<file path="src/rtl/axi4_lite_initiator_pkg.sv">
// Shared types and constants for the native-port to AXI4-lite initiator bridge.
package axi4_lite_pkg;

    typedef enum logic [2:0] {
        IDLE,
        RD_ADDR,
        RD_DATA,
        WR,
        WR_RESP
    } state_e;

    localparam logic [2:0]  PROT_DATA     = 3'b000;
    localparam logic [2:0]  PROT_INSN     = 3'b100;
    localparam logic [31:0] TIMEOUT_RDATA = 32'hDEAD_BEEF;

endpackage

</file>
<file path="src/rtl/axi4_lite_initiator_if.sv">
// AXI4-lite bus bundle (no resp channels); master = initiator side, slave = responder side.
interface axi4_lite_if #(
    parameter int ADDR_W = 32,
    parameter int DATA_W = 32
);
    logic                awvalid;
    logic                awready;
    logic [ADDR_W-1:0]   awaddr;
    logic [2:0]          awprot;
    logic                wvalid;
    logic                wready;
    logic [DATA_W-1:0]   wdata;
    logic [DATA_W/8-1:0] wstrb;
    logic                bvalid;
    logic                bready;
    logic                arvalid;
    logic                arready;
    logic [ADDR_W-1:0]   araddr;
    logic [2:0]          arprot;
    logic                rvalid;
    logic                rready;
    logic [DATA_W-1:0]   rdata;

    modport master (
        output awvalid, awaddr, awprot, wvalid, wdata, wstrb, bready,
               arvalid, araddr, arprot, rready,
        input  awready, wready, bvalid, arready, rvalid, rdata
    );

    modport slave (
        input  awvalid, awaddr, awprot, wvalid, wdata, wstrb, bready,
               arvalid, araddr, arprot, rready,
        output awready, wready, bvalid, arready, rvalid, rdata
    );

endinterface

</file>
<file path="src/rtl/axi4_lite_initiator_watchdog.sv">
// Access watchdog: counts busy cycles and flags expiry at LIMIT-1.
// Exists only when AXI_TIMEOUT_EN is defined.
`ifdef AXI_TIMEOUT_EN
module axi_watchdog #(
    parameter int LIMIT = 1024
) (
    input  logic clk,
    input  logic resetn,
    input  logic busy_i,
    output logic expired_o
);
    localparam int CNT_W = (LIMIT > 2) ? $clog2(LIMIT) : 1;

    logic [CNT_W-1:0] cnt_q, cnt_d;

    assign expired_o = busy_i && (cnt_q == CNT_W'(LIMIT - 1));

    // Held at zero while idle, so every new access starts from a clean count.
    always_comb begin
        cnt_d = cnt_q;
        if (!busy_i) begin
            cnt_d = '0;
        end else if (!expired_o) begin
            cnt_d = cnt_q + 1'b1;
        end
    end

    always_ff @(posedge clk) begin
        if (!resetn) begin
            cnt_q <= '0;
        end else begin
            cnt_q <= cnt_d;
        end
    end

endmodule
`endif

</file>
<file path="src/rtl/axi4_lite_initiator.sv">
// Native valid/ready memory port to single-beat AXI4-lite initiator, one access in flight.
// Optional watchdog abort enabled by defining AXI_TIMEOUT_EN.
module axi4_lite_initiator
    import axi4_lite_pkg::*;
#(
    parameter int ADDR_W = 32,
    parameter int DATA_W = 32
`ifdef AXI_TIMEOUT_EN
    ,
    parameter int TIMEOUT_CYCLES = 1024
`endif
) (
    input  logic                clk,
    input  logic                resetn,
    input  logic                mem_valid_i,
    input  logic                mem_instr_i,
    input  logic [ADDR_W-1:0]   mem_addr_i,
    input  logic [DATA_W-1:0]   mem_wdata_i,
    input  logic [DATA_W/8-1:0] mem_wstrb_i,
    output logic                mem_ready_o,
    output logic [DATA_W-1:0]   mem_rdata_o,
    output logic                mem_err_o,
    axi4_lite_if.master         m_axi
);

    state_e              state_q, state_d;
    logic [ADDR_W-1:0]   addr_q, addr_d;
    logic [DATA_W-1:0]   wdata_q, wdata_d;
    logic [DATA_W/8-1:0] wstrb_q, wstrb_d;
    logic [2:0]          prot_q, prot_d;
    logic                awvalid_q, awvalid_d;
    logic                wvalid_q, wvalid_d;
    logic                bready_q, bready_d;
    logic                arvalid_q, arvalid_d;
    logic                rready_q, rready_d;
    logic                aw_done_q, aw_done_d;
    logic                w_done_q, w_done_d;
    logic                mem_ready_q, mem_ready_d;
    logic                mem_err_q, mem_err_d;
    logic [DATA_W-1:0]   rdata_q, rdata_d;
    logic                aw_fire, w_fire;
    logic                wd_expired;

    assign aw_fire = awvalid_q && m_axi.awready;
    assign w_fire  = wvalid_q && m_axi.wready;

`ifdef AXI_TIMEOUT_EN
    axi_watchdog #(
        .LIMIT (TIMEOUT_CYCLES)
    ) u_watchdog (
        .clk       (clk),
        .resetn    (resetn),
        .busy_i    (state_q != IDLE),
        .expired_o (wd_expired)
    );
`else
    assign wd_expired = 1'b0;
`endif

    // NOTE: every variable gets its hold value before the case; a missed branch would infer a latch.
    always_comb begin
        state_d     = state_q;
        addr_d      = addr_q;
        wdata_d     = wdata_q;
        wstrb_d     = wstrb_q;
        prot_d      = prot_q;
        awvalid_d   = awvalid_q;
        wvalid_d    = wvalid_q;
        bready_d    = bready_q;
        arvalid_d   = arvalid_q;
        rready_d    = rready_q;
        aw_done_d   = aw_done_q;
        w_done_d    = w_done_q;
        mem_ready_d = 1'b0;
        mem_err_d   = 1'b0;
        rdata_d     = rdata_q;

        unique case (state_q)
            IDLE: begin
                // The completion pulse blocks re-acceptance of a still-high mem_valid.
                if (mem_valid_i && !mem_ready_q) begin
                    addr_d    = mem_addr_i;
                    wdata_d   = mem_wdata_i;
                    wstrb_d   = mem_wstrb_i;
                    prot_d    = mem_instr_i ? PROT_INSN : PROT_DATA;
                    aw_done_d = 1'b0;
                    w_done_d  = 1'b0;
                    if (mem_wstrb_i == '0) begin
                        state_d   = RD_ADDR;
                        arvalid_d = 1'b1;
                    end else begin
                        state_d   = WR;
                        awvalid_d = 1'b1;
                        wvalid_d  = 1'b1;
                    end
                end
            end
            RD_ADDR: begin
                if (m_axi.arready) begin
                    arvalid_d = 1'b0;
                    rready_d  = 1'b1;
                    state_d   = RD_DATA;
                end
            end
            RD_DATA: begin
                if (m_axi.rvalid && rready_q) begin
                    rdata_d     = m_axi.rdata;
                    mem_ready_d = 1'b1;
                    rready_d    = 1'b0;
                    state_d     = IDLE;
                end
            end
            WR: begin
                if (aw_fire) begin
                    awvalid_d = 1'b0;
                    aw_done_d = 1'b1;
                end
                if (w_fire) begin
                    wvalid_d = 1'b0;
                    w_done_d = 1'b1;
                end
                if ((aw_done_q || aw_fire) && (w_done_q || w_fire)) begin
                    bready_d = 1'b1;
                    state_d  = WR_RESP;
                end
            end
            WR_RESP: begin
                if (m_axi.bvalid && bready_q) begin
                    mem_ready_d = 1'b1;
                    bready_d    = 1'b0;
                    state_d     = IDLE;
                end
            end
            default: state_d = IDLE;
        endcase

`ifdef AXI_TIMEOUT_EN
        // Abort overrides any handshake landing in the same cycle.
        if (wd_expired) begin
            awvalid_d   = 1'b0;
            wvalid_d    = 1'b0;
            bready_d    = 1'b0;
            arvalid_d   = 1'b0;
            rready_d    = 1'b0;
            mem_ready_d = 1'b1;
            mem_err_d   = 1'b1;
            state_d     = IDLE;
            if ((state_q == RD_ADDR) || (state_q == RD_DATA)) begin
                rdata_d = DATA_W'(TIMEOUT_RDATA);
            end
        end
`endif
    end

    // NOTE: state registers use non-blocking assignments so all flops update from pre-edge values.
    always_ff @(posedge clk) begin
        if (!resetn) begin
            state_q     <= IDLE;
            addr_q      <= '0;
            wdata_q     <= '0;
            wstrb_q     <= '0;
            prot_q      <= PROT_DATA;
            awvalid_q   <= 1'b0;
            wvalid_q    <= 1'b0;
            bready_q    <= 1'b0;
            arvalid_q   <= 1'b0;
            rready_q    <= 1'b0;
            aw_done_q   <= 1'b0;
            w_done_q    <= 1'b0;
            mem_ready_q <= 1'b0;
            mem_err_q   <= 1'b0;
            rdata_q     <= '0;
        end else begin
            state_q     <= state_d;
            addr_q      <= addr_d;
            wdata_q     <= wdata_d;
            wstrb_q     <= wstrb_d;
            prot_q      <= prot_d;
            awvalid_q   <= awvalid_d;
            wvalid_q    <= wvalid_d;
            bready_q    <= bready_d;
            arvalid_q   <= arvalid_d;
            rready_q    <= rready_d;
            aw_done_q   <= aw_done_d;
            w_done_q    <= w_done_d;
            mem_ready_q <= mem_ready_d;
            mem_err_q   <= mem_err_d;
            rdata_q     <= rdata_d;
        end
    end

    assign m_axi.awvalid = awvalid_q;
    assign m_axi.awaddr  = addr_q;
    assign m_axi.awprot  = PROT_DATA;
    assign m_axi.wvalid  = wvalid_q;
    assign m_axi.wdata   = wdata_q;
    assign m_axi.wstrb   = wstrb_q;
    assign m_axi.bready  = bready_q;
    assign m_axi.arvalid = arvalid_q;
    assign m_axi.araddr  = addr_q;
    assign m_axi.arprot  = prot_q;
    assign m_axi.rready  = rready_q;

    assign mem_ready_o = mem_ready_q;
    assign mem_rdata_o = rdata_q;
`ifdef AXI_TIMEOUT_EN
    assign mem_err_o   = mem_err_q;
`else
    assign mem_err_o   = 1'b0 & mem_err_q;
`endif

endmodule

</file>
<file path="src/flat_wrapper.sv">
// flat-port wrapper written by rule: the top's interface ports become plain ports
module axi4_lite_initiator_flat import axi4_lite_pkg::*;
#(
    parameter int ADDR_W = 32,
    parameter int DATA_W = 32

)
  (clk, resetn, mem_valid_i, mem_instr_i, mem_addr_i, mem_wdata_i, mem_wstrb_i, mem_ready_o, mem_rdata_o, mem_err_o, m_axi_awvalid, m_axi_awaddr, m_axi_awprot, m_axi_wvalid, m_axi_wdata, m_axi_wstrb, m_axi_bready, m_axi_arvalid, m_axi_araddr, m_axi_arprot, m_axi_rready, m_axi_awready, m_axi_wready, m_axi_bvalid, m_axi_arready, m_axi_rvalid, m_axi_rdata);
  axi4_lite_if #(.ADDR_W(ADDR_W), .DATA_W(DATA_W)) m_axi_i ();
  input  logic clk;
  input  logic resetn;
  input  logic mem_valid_i;
  input  logic mem_instr_i;
  input  logic [ADDR_W-1:0] mem_addr_i;
  input  logic [DATA_W-1:0] mem_wdata_i;
  input  logic [DATA_W/8-1:0] mem_wstrb_i;
  output logic mem_ready_o;
  output logic [DATA_W-1:0] mem_rdata_o;
  output logic mem_err_o;
  output wire logic [$bits(m_axi_i.awvalid)-1:0] m_axi_awvalid;
  output wire logic [$bits(m_axi_i.awaddr)-1:0] m_axi_awaddr;
  output wire logic [$bits(m_axi_i.awprot)-1:0] m_axi_awprot;
  output wire logic [$bits(m_axi_i.wvalid)-1:0] m_axi_wvalid;
  output wire logic [$bits(m_axi_i.wdata)-1:0] m_axi_wdata;
  output wire logic [$bits(m_axi_i.wstrb)-1:0] m_axi_wstrb;
  output wire logic [$bits(m_axi_i.bready)-1:0] m_axi_bready;
  output wire logic [$bits(m_axi_i.arvalid)-1:0] m_axi_arvalid;
  output wire logic [$bits(m_axi_i.araddr)-1:0] m_axi_araddr;
  output wire logic [$bits(m_axi_i.arprot)-1:0] m_axi_arprot;
  output wire logic [$bits(m_axi_i.rready)-1:0] m_axi_rready;
  input wire logic [$bits(m_axi_i.awready)-1:0] m_axi_awready;
  input wire logic [$bits(m_axi_i.wready)-1:0] m_axi_wready;
  input wire logic [$bits(m_axi_i.bvalid)-1:0] m_axi_bvalid;
  input wire logic [$bits(m_axi_i.arready)-1:0] m_axi_arready;
  input wire logic [$bits(m_axi_i.rvalid)-1:0] m_axi_rvalid;
  input wire logic [$bits(m_axi_i.rdata)-1:0] m_axi_rdata;
  assign m_axi_awvalid = m_axi_i.awvalid;
  assign m_axi_awaddr = m_axi_i.awaddr;
  assign m_axi_awprot = m_axi_i.awprot;
  assign m_axi_wvalid = m_axi_i.wvalid;
  assign m_axi_wdata = m_axi_i.wdata;
  assign m_axi_wstrb = m_axi_i.wstrb;
  assign m_axi_bready = m_axi_i.bready;
  assign m_axi_arvalid = m_axi_i.arvalid;
  assign m_axi_araddr = m_axi_i.araddr;
  assign m_axi_arprot = m_axi_i.arprot;
  assign m_axi_rready = m_axi_i.rready;
  assign m_axi_i.awready = m_axi_awready;
  assign m_axi_i.wready = m_axi_wready;
  assign m_axi_i.bvalid = m_axi_bvalid;
  assign m_axi_i.arready = m_axi_arready;
  assign m_axi_i.rvalid = m_axi_rvalid;
  assign m_axi_i.rdata = m_axi_rdata;
  axi4_lite_initiator #(.ADDR_W(ADDR_W), .DATA_W(DATA_W)) u_core (.clk(clk), .resetn(resetn), .mem_valid_i(mem_valid_i), .mem_instr_i(mem_instr_i), .mem_addr_i(mem_addr_i), .mem_wdata_i(mem_wdata_i), .mem_wstrb_i(mem_wstrb_i), .mem_ready_o(mem_ready_o), .mem_rdata_o(mem_rdata_o), .mem_err_o(mem_err_o), .m_axi(m_axi_i));
endmodule
</file>
<file path="config.mk">
export PLATFORM = sky130hd
export DESIGN_NAME = axi4_lite_initiator_flat
export DESIGN_NICKNAME = d
export VERILOG_FILES = /design/src/rtl/axi4_lite_initiator_pkg.sv /design/src/rtl/axi4_lite_initiator_if.sv /design/src/rtl/axi4_lite_initiator_watchdog.sv /design/src/rtl/axi4_lite_initiator.sv /design/src/flat_wrapper.sv
export SDC_FILE = /design/constraint.sdc
export NUM_CORES = 1
export LEC_CHECK = 0
export ABC_AREA = 1
export CORE_AREA = 5 5 109 111
export CTS_CLUSTER_DIAMETER = 120
export DETAILED_ROUTE_END_ITERATION = 7
export DIE_AREA = 0 0 114 116
export HOLD_SLACK_MARGIN = 0.1
export PLACE_DENSITY_LB_ADDON = 0.15
export SLEW_MARGIN = 20
export SYNTH_ARGS = -nofsm -noshare
export SYNTH_HDL_FRONTEND = slang
export SYNTH_SLANG_ARGS = --single-unit
export TNS_END_PERCENT = 30
</file>
<file path="constraint.sdc">
create_clock -name clk -period 2.1 [get_ports clk]
set_input_delay 0.63 -clock clk [delete_from_list [all_inputs] [get_ports clk]]
set_output_delay 0.63 -clock clk [all_outputs]
set_load 0.03 [all_outputs]
</file>
==> flow_metrics.py <==
metrics = {
    "yosys": {
        "ys_seq_area_share_pct": 51.9,
        "syn_avg_cell_area_um2": 7.62,
        "yosys.area.top_type_share_pct": 51.9,
        "ys_seq_elements": 112,
        "syn_area_um2": 4320,
        "syn_inst": 567,
        "synth_commonest_cells": "nor2_1 (209), dfxtp_1 (112), o21ai_0 (99)",
        "async_flop_share_pct": 0,
        "synth_cell_types": 21,
        "synth_edf_count": 0,
        "synth.most_common_cell": "nor2_1",
        "yosys.area.top_type": "dfxtp_1",
        "synth_flop_cell": "dfxtp_1",
        "synth.area.top_cells": "dfxtp_1 (52%), nor2_1 (18%), o21ai_0 (11%)",
        "ys_warn_count": 0,
    },
    "power": {
        "leakage_nw": 3.66,
        "p_clk_share_pct": 15.6,
        "seqPwrFrac_pct": 36.6,
        "p_int_mw": 4.58,
        "finalPower_mw": 7.93,
        "ir_drop_mv": 0.682,
        "power_frac_comb_pct": 47.8,
        "powerDensity_nw_per_um2": 1140,
        "power.switching_mw": 3.35,
        "swShare_pct": 42.2,
    },
    "worst_setup_path": {
        "cp_top_family": "buffers and inverters",
        "worstPathArrival_ns": 1.43,
        "reg2reg_slack_ns": 0.59,
        "endpoint_kind": "primary output",
        "critPathKind": "flop to primary output",
        "cpMaxStageDelayCell": "clkdlybuf4s50_1",
        "required_ns": 1.47,
        "cp_num_buf_inv": 1,
        "r2r_end": "u_core.m_axi.rready$_SDFFE_PN0P_",
        "max_stage_delay_ns": 0.69,
        "path_max_fanout": 3,
        "cp_cell_sequence": "clkdlybuf4s50_1",
        "rr_startpoint": "u_core.state_q[0]$_SDFFE_PN0P_",
        "worstSetupStartpointType": "flop",
        "r2r_cells": 6,
    },
    "place": {
        "port_buffers": 247,
        "hpwlAfterDp_mm": 10.1,
        "place_congestion": 0.809,
    },
    "global_route": {
        "grt_pass1_vias": 4150,
        "grt_pass1_wl_mm": 20.7,
        "grt_max_degree": 73,
        "grtUsageTotal_pct": 19.5,
        "antenna_found_initial": 0,
        "grt-ovfl-total": 0,
    },
    "final_layout": {
        "n_antenna_cell": 0,
        "syn_to_final_growth_pct": 61.1,
        "post_route_cells_drive_above_1_share_pct": 4.53,
        "final_nets": 877,
    },
    "sta": {
        "slew_violations": 0,
        "hold_violations": 0,
        "finalCritPeriodShare_pct": 98.1,
        "worst_slew_pin_slew_ns": 0.575,
        "worst_clock_skew_ns": 0.0150,
        "finalSetupViolCount": 0,
        "finalSetupTns_ns": 0,
        "fmax_mhz": 486,
        "fin_crit_ns": 2.06,
        "slew_headroom_pct": 61.6,
    },
    "routing": {
        "ant_nets": 0,
        "via_count": 4260,
        "wirelength_mm": 13.5,
        "vias_per_cell": 4.67,
        "drc_errors": 0,
        "drt-wirelength-per-cell_um": 14.7,
        "drt_iter0_markers": 241,
        "firstDrtPassIters": 4,
    },
    "clocking": {
        "clkTransAtPathRegs_ns": 0.11,
        "numCtsBuffers": 9,
        "h-tree-depth": 3,
        "cts_sinks": 112,
        "cts_root_buffer": "clkbuf_8",
        "holdBufCountCts": 0,
        "cts_tree": "done",
        "clockBufferDepth": 2,
        "ctsResizeCount": 5,
        "post_cts_buffers": 0,
        "clock_latency_ns": 0.37,
    },
    "hold_path": {
        "min-delay-start": "u_core.aw_done_q$_SDFFE_PN0P_",
        "hold_depth": 2,
        "holdPathEnd": "u_core.aw_done_q$_SDFFE_PN0P_",
        "hp-class": "flop to flop",
    },
    "floorplanning": {
        "num_io_pins": 254,
        "dieArea_um2": 13200,
        "row_count": 38,
        "die_h_um": 116,
        "start_util_pct": 40.4,
        "core_area_um2": 10700,
        "die_w_um": 114,
    },
    "status": {
        "status": "completed",
    },
    "flow_run": {
        "cap_viol_max_count": 0,
    },
}
registers in the layout, indices dropped and copies added, names as in the netlist, 3 cells and up:
| register | cells |
|---|---|
| u_core.m_axi.wstrb | 4 |
| u_core.state_q | 3 |
| u_core.m_axi.araddr | 32 |
| u_core.mem_rdata_o | 32 |
| u_core.m_axi.wdata | 32 |
worst max-delay path by stage:
stage,from,end,slack (ns),cells past startpoint
after floorplan,resetn,u_core.m_axi.wdata[10]$_SDFFE_PN0P_,0.60,5
after global placement,m_axi_rvalid,u_core.m_axi.rready$_SDFFE_PN0P_,0.14,6
after detailed placement,m_axi_rvalid,u_core.m_axi.rready$_SDFFE_PN0P_,0.10,6
after CTS,u_core.m_axi.araddr[13]$_SDFFE_PN0P_,m_axi_araddr[13],0.001,1
after global routing,u_core.m_axi.araddr[1]$_SDFFE_PN0P_,m_axi_awaddr[1],-0.02,1
final,u_core.m_axi.araddr[23]$_SDFFE_PN0P_,m_axi_araddr[23],0.04,1
worst register-to-register path: stages (launching register included):
cell     delay [ns]
dfxtp_1        0.45
inv_2          0.09
nand3_1        0.14
nor2_2         0.06
inv_2          0.42
nand3_1        0.14
a21oi_1        0.15
placed cells by master, fill, tap and decap left out, types with 9 or more instances in the layout:
master and instances:
dlymetal6s2s_1 50, clkbuf_8 11, inv_1 16, nand2_1 23, nor2_1 209, clkdlybuf4s50_1 191, dfxtp_1 112, o21ai_0 99
a21oi_1 9, nand3_1 13
logic make-up (layout without fill, tap and decap cells):
| kind of cell | Yosys count | count (layout) | share of synthesized area, % |
|---|---|---|---|
| AND/OR/NAND/NOR | 251 | 251 | 22.8 |
| other | 1 | 6 | 0.0868 |
| buffers and inverters | 89 | 290 | 11.9 |
| flip-flops | 112 | 112 | 51.9 |
| AO/OA/AOI/OAI | 114 | 114 | 13.4 |
metal layers:
layer  part of all wire, %  track usage [%]  wire length [um]  vias to the layer above
li1                      -                -                 -                     2148
met3                   8.4             6.16              1130                       24
met2                    49             33.8              6650                      171
met1                    40             22.6              5340                     1917
met4                   2.5             6.89               334                        0
met5                     0                0                 0                        -
stage by stage:
| stage | hold slack [ns] | std cells | setup WS [ns] | util [%] | area (um2) |
|---|---|---|---|---|---|
| 3_5_place_dp | 0.460 | 897 | 0.104 | 62.2 | 6650 |
| 2_1_floorplan | 0.439 | 572 | 0.601 | - | 4340 |
| 3_3_place_gp | 0.450 | 897 | 0.144 | 62.2 | 6650 |
| 6_report | 0.472 | 913 | 0.0405 | 65.0 | 6960 |
| 4_1_cts | 0.475 | 913 | 0.00131 | 63.9 | 6830 |
| 5_1_grt | 0.494 | 913 | -0.0233 | 65.0 | 6960 |
cell type report:
cell class | instances | area (um2)
Fill cell | 930 | 3740
Inverter | 19 | 71.3
Clock inverter | 5 | 38.8
Timing Repair Buffer | 255 | 2700
Multi-Input combinational cell | 371 | 1580
Tap cell | 140 | 175
Clock buffer | 11 | 151
Sequential cell | 112 | 2240
power groups by stage:
stage	Sequential [mW]	Clock, mW	Combinational, mW
finish	2.90	1.24	3.79
global placement	2.94	0	3.84
floorplan	3.78	0	1.55
CTS	2.91	1.27	3.87
detailed placement	2.96	0	3.88
global route	2.97	1.38	4.04
Note: power is estimated with default switching activity, not from simulation.
